File: src/rtl/trivium_pkg.sv
// Shared definitions for the Trivium receive-side decryptor.
//   BYTE_W        : width of ciphertext, keystream and plaintext bytes
//   state_t       : handshake FSM states (IDLE, CONSUME, SETTLE)
//   DEF_DEPTH     : default plaintext FIFO depth
//   DEF_CNT_W     : default width of the decrypted-byte counter
//   DEF_STALL_MAX : default keystream-starvation threshold in cycles
package trivium_pkg;

   localparam int BYTE_W        = 8;
   localparam int DEF_DEPTH     = 4;
   localparam int DEF_CNT_W     = 16;
   localparam int DEF_STALL_MAX = 1023;

   typedef enum logic [1:0] {
      IDLE    = 2'd0,
      CONSUME = 2'd1,
      SETTLE  = 2'd2
   } state_t;

endpackage

File: src/rtl/trivium_stream_decrypt_fifo.sv
// Synchronous show-ahead byte FIFO holding recovered plaintext.
//   clk   : system clock
//   rst   : synchronous active-high reset, discards all entries
//   push  : write din this cycle (honoured when not full, or when full and popping)
//   din   : byte to write
//   pop   : remove the head entry this cycle (ignored when empty)
//   dout  : head entry, valid whenever empty is low
//   empty : no entries stored
//   full  : DEPTH entries stored
module sync_byte_fifo
   import trivium_pkg::*;
#(
   parameter int DEPTH = DEF_DEPTH
) (
   input  logic              clk,
   input  logic              rst,
   input  logic              push,
   input  logic [BYTE_W-1:0] din,
   input  logic              pop,
   output logic [BYTE_W-1:0] dout,
   output logic              empty,
   output logic              full
);

   localparam int AW = $clog2(DEPTH);

   logic [BYTE_W-1:0] mem [DEPTH];
   logic [AW-1:0]     wr_ptr;
   logic [AW-1:0]     rd_ptr;
   logic [AW:0]       count;
   logic              do_push;
   logic              do_pop;

   assign empty   = (count == '0);
   assign full    = (count == (AW+1)'(DEPTH));
   assign do_pop  = pop && !empty;
   // A push into a full FIFO is legal when the head leaves in the same cycle.
   assign do_push = push && (!full || do_pop);
   assign dout    = mem[rd_ptr];

   // NOTE: sequential state uses non-blocking assignments so every flop samples pre-edge values.
   always_ff @(posedge clk) begin
      if (rst) begin
         wr_ptr <= '0;
         rd_ptr <= '0;
         count  <= '0;
      end else begin
         // DEPTH is a power of two, so pointers wrap by plain overflow.
         if (do_push) wr_ptr <= wr_ptr + 1'b1;
         if (do_pop)  rd_ptr <= rd_ptr + 1'b1;
         if (do_push && !do_pop)      count <= count + 1'b1;
         else if (do_pop && !do_push) count <= count - 1'b1;
      end
   end

   // NOTE: storage is deliberately not reset; emptiness is tracked by count, so stale data is never visible.
   always_ff @(posedge clk) begin
      if (do_push) mem[wr_ptr] <= din;
   end

endmodule

File: src/rtl/trivium_stream_decrypt.sv
// Receive-side Trivium decryptor: XORs each accepted ciphertext byte with one
// keystream byte and buffers the plaintext in a show-ahead FIFO.
//   clk, rst      : system clock, synchronous active-high reset
//   ct_data/valid : ciphertext byte from the upstream source, held until accepted
//   ct_ready      : ciphertext accepted this cycle when ct_valid is high
//   ks_byte/valid : current keystream byte from the generator
//   ks_read       : one-cycle pulse telling the generator its byte was used
//   pt_data/valid : plaintext at the FIFO head
//   pt_ready      : consumer takes pt_data
//   byte_count    : bytes decrypted, modulo 2^CNT_W
//   ks_timeout    : sticky keystream-starvation flag
//   clear_status  : zeroes byte_count and ks_timeout
module trivium_stream_decrypt
   import trivium_pkg::*;
#(
   parameter int DEPTH     = DEF_DEPTH,
   parameter int CNT_W     = DEF_CNT_W,
   parameter int STALL_MAX = DEF_STALL_MAX
) (
   input  logic              clk,
   input  logic              rst,
   input  logic [BYTE_W-1:0] ct_data,
   input  logic              ct_valid,
   output logic              ct_ready,
   input  logic [BYTE_W-1:0] ks_byte,
   input  logic              ks_valid,
   output logic              ks_read,
   output logic [BYTE_W-1:0] pt_data,
   output logic              pt_valid,
   input  logic              pt_ready,
   output logic [CNT_W-1:0]  byte_count,
   output logic              ks_timeout,
   input  logic              clear_status
);

   localparam int                 STALL_W    = $clog2(STALL_MAX + 1);
   localparam logic [STALL_W-1:0] STALL_TOP  = STALL_W'(STALL_MAX);
   localparam logic [STALL_W-1:0] STALL_LAST = STALL_W'(STALL_MAX - 1);

   state_t            state;
   logic              accept;
   logic              pop;
   logic              fifo_full;
   logic              fifo_empty;
   logic              stall;
   logic [BYTE_W-1:0] fifo_dout;
   logic [STALL_W-1:0] stall_cnt;

   assign pt_valid = !fifo_empty;
   // Drive zero rather than stale storage while nothing is buffered.
   assign pt_data  = fifo_empty ? '0 : fifo_dout;
   assign pop      = pt_valid && pt_ready;
   // Ready may ride on a same-cycle pop so a full FIFO keeps streaming.
   assign ct_ready = !rst && (state == IDLE) && ks_valid && (!fifo_full || pop);
   assign accept   = ct_valid && ct_ready;
   assign stall    = (state == IDLE) && ct_valid && !ks_valid;

   sync_byte_fifo #(
      .DEPTH (DEPTH)
   ) u_fifo (
      .clk   (clk),
      .rst   (rst),
      .push  (accept),
      .din   (ct_data ^ ks_byte),
      .pop   (pop),
      .dout  (fifo_dout),
      .empty (fifo_empty),
      .full  (fifo_full)
   );

   // CONSUME pulses ks_read; SETTLE gives the generator a cycle to present
   // its next byte before ks_valid is trusted again.
   always_ff @(posedge clk) begin
      if (rst) begin
         state   <= IDLE;
         ks_read <= 1'b0;
      end else begin
         ks_read <= accept;
         case (state)
            IDLE:    if (accept) state <= CONSUME;
            CONSUME: state <= SETTLE;
            SETTLE:  state <= IDLE;
            default: state <= IDLE;
         endcase
      end
   end

   always_ff @(posedge clk) begin
      if (rst) begin
         byte_count <= '0;
      end else if (clear_status) begin
         byte_count <= accept ? CNT_W'(1) : '0;
      end else if (accept) begin
         byte_count <= byte_count + 1'b1;
      end
   end

   // Starvation only counts while a byte is waiting on a missing keystream;
   // a full FIFO with keystream available is ordinary backpressure.
   always_ff @(posedge clk) begin
      if (rst) begin
         stall_cnt  <= '0;
         ks_timeout <= 1'b0;
      end else begin
         if (!stall)                    stall_cnt <= '0;
         else if (stall_cnt != STALL_TOP) stall_cnt <= stall_cnt + 1'b1;

         // Setting wins over a simultaneous clear so a starvation event is never lost.
         if (stall && (stall_cnt >= STALL_LAST)) ks_timeout <= 1'b1;
         else if (clear_status)                  ks_timeout <= 1'b0;
      end
   end

endmodule

File: config.mk
export PLATFORM = sky130hd
export DESIGN_NAME = trivium_stream_decrypt
export DESIGN_NICKNAME = d
export VERILOG_FILES = /design/src/rtl/trivium_pkg.sv /design/src/rtl/trivium_stream_decrypt_fifo.sv /design/src/rtl/trivium_stream_decrypt.sv
export SDC_FILE = /design/constraint.sdc
export NUM_CORES = 1
export LEC_CHECK = 0
export ABC_AREA = 1
export ABC_CLOCK_PERIOD_IN_PS = 2450
export CAP_MARGIN = 40
export CORE_AREA = 2 2 102 104
export CTS_BUF_LIST = sky130_fd_sc_hd__clkbuf_4 sky130_fd_sc_hd__clkbuf_8
export DETAILED_ROUTE_END_ITERATION = 7
export DIE_AREA = 0 0 104 106
export PLACE_DENSITY_LB_ADDON = 0.08
export SLEW_MARGIN = 20
export SYNTH_ARGS = -nofsm -noshare
export SYNTH_HDL_FRONTEND = slang
export SYNTH_HIERARCHICAL = 1
export SYNTH_SLANG_ARGS = --single-unit
File: constraint.sdc
create_clock -name clk -period 2.45 [get_ports clk]
set_input_delay 0.49 -clock clk [delete_from_list [all_inputs] [get_ports clk]]
set_output_delay 0.49 -clock clk [all_outputs]
set_load 0.05 [all_outputs]
# ---- Yosys cells after proc, flatten, opt, wreduce, memory -nomap -nowiden
# Memories as Yosys holds them, arrays and structs flattened. A register that Yosys moved wholly into a read port is not among the register bits.
# Cells that the tools add are included.
dict set report word_totals {
  ff_bits 37
  ramBits 32
  mem_count 1
}
# name depth width rd rd_ports_with_merged_regs write_ports line_no
set mem_list {}
lappend mem_list {u_fifo.mem 4 8 1 1 1 trivium_stream_decrypt_fifo.sv:27} ;# logic [BYTE_W-1:0] mem [DEPTH];
dict set report classes {
  add_sub_neg 6
  n_lt_le_gt_ge 1
  n_eq_ne 4
  n_mux 14
  bitwise 2
  reduce_logical 26
}
# operator n
set op_table {}
lappend op_table {{$mux W16} 2}
lappend op_table {{$add A16 B1 Y16 const B} 1}
lappend op_table {{$logic_and A1 B1 Y1} 12}
lappend op_table {{$add A10 B1 Y10 const B} 1}
lappend op_table {{$ge A10 B10 Y1 const B} 1}
lappend op_table {{$ne A10 B10 Y1 const B} 1}
lappend op_table {{$mux W8} 1}
lappend op_table {{$xor A8 B8 Y8} 1}
lappend op_table {{$logic_not A1 Y1} 6}
lappend op_table {{$mux W2} 3}
lappend op_table {{$mux W3} 2}
lappend op_table {{$reduce_bool A2 Y1} 3}
lappend op_table {{$mux W1} 5}
lappend op_table {{$add A2 B1 Y2 const B} 2}
lappend op_table {{$pmux W2 S2} 1}
lappend op_table {{$add A3 B1 Y3 const B} 1}
lappend op_table {{$eq A3 B3 Y1 const B} 1}
lappend op_table {{$logic_not A3 Y1} 1}
lappend op_table {{$sub A3 B1 Y3 const B} 1}
lappend op_table {{$eq A2 B1 Y1 const B} 1}
lappend op_table {{$logic_not A2 Y1} 1}
lappend op_table {{$logic_or A1 B1 Y1} 2}
lappend op_table {{$ne A2 B2 Y1 const B} 1}
lappend op_table {{$reduce_or A2 Y1} 1}
lappend op_table {{$not A1 Y1} 1}

# ---- Depth between registers and ports, before layout
dict set report depth {
  word_depth 11
  mapped_depth 20
  mapped_depth_nobuf 19
}

# ---- Cells and area by module
# The synthesis kept the hierarchy.
# module n_inst cells_each area_per_inst_um2 seq_area_each_um2
set modules_own_cells {}
lappend modules_own_cells {sync_byte_fifo 1 148 1702.9 1141.1}
lappend modules_own_cells {trivium_stream_decrypt 1 263 1684.1 600.6}

# ---- Least setup slack after synthesis
# No wires, ideal clock.
dict set report synth_path {
  path_kind {reg-to-reg}
  start {register u_fifo.count[0]}
  end {register u_fifo.count[2]}
  arrival_time_ps 2322
  required_ps 2337
  setup_slack_ps 15
  path_stages_with_launch 21
  synth_period_minus_slack_ps 2435
  path_cell_list {dfxtp_1 nor2_2 nand2_2 inv_1 buf_6 inv_4 nand2_2 nand2_2 nand3_4 inv_1 nand2_1 inv_1 ha_1 inv_1 fa_1 inv_1 nand2_1 nand3_1 nand2_1 nand2_1 nor2_1}
}
dict set report synth_between {
  elab_chain_len 10
  elab_cells_between_ends 20
  cone_classes {add/sub (2); eq/ne (1); mux (2); reduce/logical (15)}
}
# element line_no
set synth_lines {}
lappend synth_lines {{start: declaration} trivium_stream_decrypt_fifo.sv:30} ;# logic [AW:0] count;
lappend synth_lines {{start signal: assignment} trivium_stream_decrypt_fifo.sv:51} ;# if (do_push && !do_pop) count <= count + 1'b1;
lappend synth_lines {{start signal: assignment} trivium_stream_decrypt_fifo.sv:52} ;# else if (do_pop && !do_push) count <= count - 1'b1;
lappend synth_lines {{$logic_not A3 Y1 *} trivium_stream_decrypt_fifo.sv:34} ;# assign empty = (count == '0);
lappend synth_lines {{net fifo_empty} trivium_stream_decrypt.sv:44} ;# logic fifo_empty;
lappend synth_lines {{$logic_not A1 Y1 *} trivium_stream_decrypt.sv:49} ;# assign pt_valid = !fifo_empty;
lappend synth_lines {{net pt_valid} trivium_stream_decrypt.sv:29} ;# output logic pt_valid,
lappend synth_lines {{$logic_and A1 B1 Y1 *} trivium_stream_decrypt.sv:52} ;# assign pop = pt_valid && pt_ready;
lappend synth_lines {{$logic_or A1 B1 Y1 *} trivium_stream_decrypt.sv:54} ;# assign ct_ready = !rst && (state == IDLE) && ks_valid && (!fifo_full || pop);
lappend synth_lines {{$logic_and A1 B1 Y1 *} trivium_stream_decrypt.sv:54}
lappend synth_lines {{$logic_and A1 B1 Y1 *} trivium_stream_decrypt.sv:55} ;# assign accept = ct_valid && ct_ready;
lappend synth_lines {{net accept} trivium_stream_decrypt.sv:41} ;# logic accept;
lappend synth_lines {{$logic_and A1 B1 Y1 *} trivium_stream_decrypt_fifo.sv:38} ;# assign do_push = push && (!full || do_pop);
lappend synth_lines {{net u_fifo.do_push} trivium_stream_decrypt_fifo.sv:31} ;# logic do_push;
lappend synth_lines {{$logic_not A1 Y1} trivium_stream_decrypt_fifo.sv:52}
lappend synth_lines {{$logic_and A1 B1 Y1} trivium_stream_decrypt_fifo.sv:52}
lappend synth_lines {{$reduce_bool A2 Y1 (no line)} -}
# Mark *: on every way through the listed nets, which the timed path passes. The rest lies on a longest branch. The select of a mux whose other input is x is not followed.
# A chain may end at the register's enable or synchronous reset.

==> impl_metrics.env <==
export IMPL_overflow=0
export IMPL_slew_headroom_pct=66.0
export IMPL_design_area_sq_um=4390
export IMPL_place_area_sq_um=4200
export IMPL_netlist_area_sq_um=3390
export IMPL_route_vias_total=2721
export IMPL_dieHeight_um=106
export IMPL_antenna_found_initial=0
export IMPL_vias_per_cell=4.37
export IMPL_power_total_uw=2920
export IMPL_syn_nets=442
export IMPL_drt_iter0_markers=87
export IMPL_synth_top_cell_by_area="edfxtp_1"
export IMPL_r2r_cells=15
export IMPL_wl_per_cell_um=11.1
export IMPL_clkLatencyLatePin_ns=0.34
export IMPL_irDropWorstVdd_v=0.000261
export IMPL_clk_pin_slew_worst_paths_ns=0.07
export IMPL_hold_buffers=0
export IMPL_rsz0062_at_grt="false"
export IMPL_timing_final_crit_share_pct=90.1
export IMPL_max_freq_mhz=453
export IMPL_ys_warn_count=6
export IMPL_fill_cells=1035
export IMPL_totalWireLength_mm=6.89
export IMPL_yosysSeqAreaShare_pct=51.4
export IMPL_slew_viol_final=0
export IMPL_ys_types=31
export IMPL_outcome="complete, no violations"
export IMPL_syn_to_final_growth_pct=29.7
export IMPL_post_cts_buffers=0
export IMPL_num_io_pins=50
export IMPL_drive_gt1_share_pct=13.6
export IMPL_ant_nets=0
export IMPL_synthCells=411
export IMPL_post_route_util_pct=43.9
export IMPL_cp_data_required_time_ns=1.96
export IMPL_first_pass_iters=4
export IMPL_start_kind="flip-flop"
export IMPL_root_buffer="clkbuf_8"
export IMPL_synth_top_area_share_pct=28.4
export IMPL_cp_slowest_cell="dfxtp_1"
export IMPL_fin_nets=512
export IMPL_cp_max_fo=9
export IMPL_antenna_cells=0
export IMPL_clk_path_buf_depth=2
export IMPL_grt_max_degree=22
export IMPL_setup_violations=0
export IMPL_grt_pass1_vias=2706
export IMPL_regArea_sq_um=1750
export IMPL_synth_most_common_cell="nor2_1"
export IMPL_synth_edf_count=32
export IMPL_numPortBuffers=49
export IMPL_syn_area_per_cell_sq_um=8.24
export IMPL_synth_main_ff_cell="dfxtp_1"
export IMPL_gr_usage_all_layers_pct=13.7
export IMPL_tightestPinTransition_ns=0.509
export IMPL_async_flop_share_pct=0
export IMPL_dieArea_sq_um=11000
export IMPL_grt_first_pass_wirelength_mm=12.2
export IMPL_gp_congestion=0.793
export IMPL_synthTopCellsByCount="nor2_1 (76), nand2_1 (74), inv_1 (63), dfxtp_1 (39), edfxtp_1 (32)"
export IMPL_cts_sinks=71
export IMPL_hold_viol=0
export IMPL_drcViolationCount=0
export IMPL_max_cap_violations=0
export IMPL_cts_tree="yes"
export IMPL_finalNonFillerCells=622
export IMPL_multi_input_area_sq_um=1340
export IMPL_crit_type="reg2out"
export IMPL_power_density_nw_per_um2=664
export IMPL_rows=37
export IMPL_p_leak_uw=0.00175
export IMPL_dpl_worst_slack_ns=-0.0957
export IMPL_cp_cell_sequence="inv_1, o21ai_0, o22ai_1, inv_1, nor2_1, buf_12"
export IMPL_worst_hold_path_type="reg2reg"
export IMPL_holdPathStages=1
export IMPL_fin_ws_ns=0.244
export IMPL_ys_top_cells_by_area="edfxtp_1 (28%), dfxtp_1 (23%), nor2_1 (8.4%), nand2_1 (8.2%), inv_1 (7.0%)"
export IMPL_dpl_hpwl_mm=5.00
export IMPL_fp_dieW_um=104
export IMPL_finalCriticalPeriod_ns=2.21
export IMPL_numCtsBuffers=9
export IMPL_cts_htree_levels=3
export IMPL_cp_data_arrival_time_ns=1.72
export IMPL_placed_cells=606
export IMPL_cp_common_cell="inv_1"
export IMPL_finClkSkew_ns=0.0118
export IMPL_ys_ff_latch=71
export IMPL_initial_core_util_pct=33.9
export IMPL_fp_coreArea_sq_um=10000
export IMPL_worst_setup_path_end_kind="primary output"
export IMPL_slowest_delay_ns=0.41
==> state kept, by name (all words and copies together) (netlist names), named ones only <==
| name | cells |
|---|---|
| u_fifo/wr_ptr | 2 |
| u_fifo/rd_ptr | 2 |
| ks_timeout | 1 |
| stall_cnt | 10 |
| byte_count | 16 |
| state | 2 |
| ks_read | 1 |
| u_fifo/mem | 32 |
| u_fifo/count | 3 |
==> layout by cell type, fill, tap and decap left out, types with 2 or more instances in the layout <==
cell,instances
nand3_2,2
ha_1,8
clkinvlp_4,2
dfxtp_1,36
nor3_1,8
edfxtp_1,32
inv_2,2
o21ai_2,3
a21oi_1,12
o21ai_1,8
o22ai_1,8
or2_2,2
dfxtp_2,3
nand4_1,2
clkinv_2,3
buf_4,17
nor2_1,76
o21ai_0,21
xor2_1,9
buf_12,9
nand2_2,5
nand3_1,15
clkdlybuf4s50_1,39
inv_1,63
nor2_2,6
clkbuf_8,9
a31oi_1,2
nand2_1,74
==> worst max-delay path: cells and delay by family (launching register included) <==
family          cells  cell delay [ns]
buf+inv             3             0.50
flops               1             0.41
compound gates      2             0.27
simple gates        1             0.19
==> path summary, 6_finish.rpt <==
path / from / to / slack, ns
setup / recovery: flip-flop / pt_data[3] / 0.24
hold / removal: state[1] / state[1] / 0.44
setup reg to reg: u_fifo/count[1] / u_fifo/count[1] / 0.30
hold reg to reg: state[1] / state[1] / 0.44
==> power by group <==
group / switching [uW] / internal, uW / total [uW] / leakage (uW)
combinational: 420 / 300 / 719 / 0.00106
sequential: 32.8 / 1280 / 1310 / 0.000605
clock: 423 / 461 / 884 / 0.0000924
total: 876 / 2040 / 2920 / 0.00175
==> metrics by stage <==
stage	hold slack, ns	setup TNS, ns
3_3_place_gp	0.410	-0.0936
2_1_floorplan	0.398	0
5_1_grt	0.471	0
6_report	0.443	0
3_5_place_dp	0.436	-0.145
4_1_cts	0.448	0
==> logic make-up after synthesis <==
logic type	after synthesis	share of synthesized area [%]
flops	71	51.4
xor+xnor	10	2.59
simple gates	194	24.5
compound gates	55	8.94
buf+inv	72	9.01
fa+ha+maj	9	3.55
==> what timing repair did <==
item	in CTS	in global routing
hold endpoints to repair	0	0
resized for setup	0	4
endpoints found under the setup margin	0	10
==> layer usage <==
layer,vias to the layer above,part of all wire (%),track usage [%]
met5,-,0,0
met4,0,1.1,4.34
met3,5,3.5,3.68
met2,36,49,24.3
met1,1229,46,16.0
li1,1451,-,-
==> layout make-up <==
cell class / count / area share (%)
well taps: 136 / 3.87
clock buffers: 9 / 2.82
clock inverters: 7 / 1.45
flip-flops and latches: 71 / 39.7
multi-input cells: 268 / 30.5
repair buffers: 65 / 15.9
inverters: 66 / 5.70
Note: power is estimated with default switching activity, not from simulation.
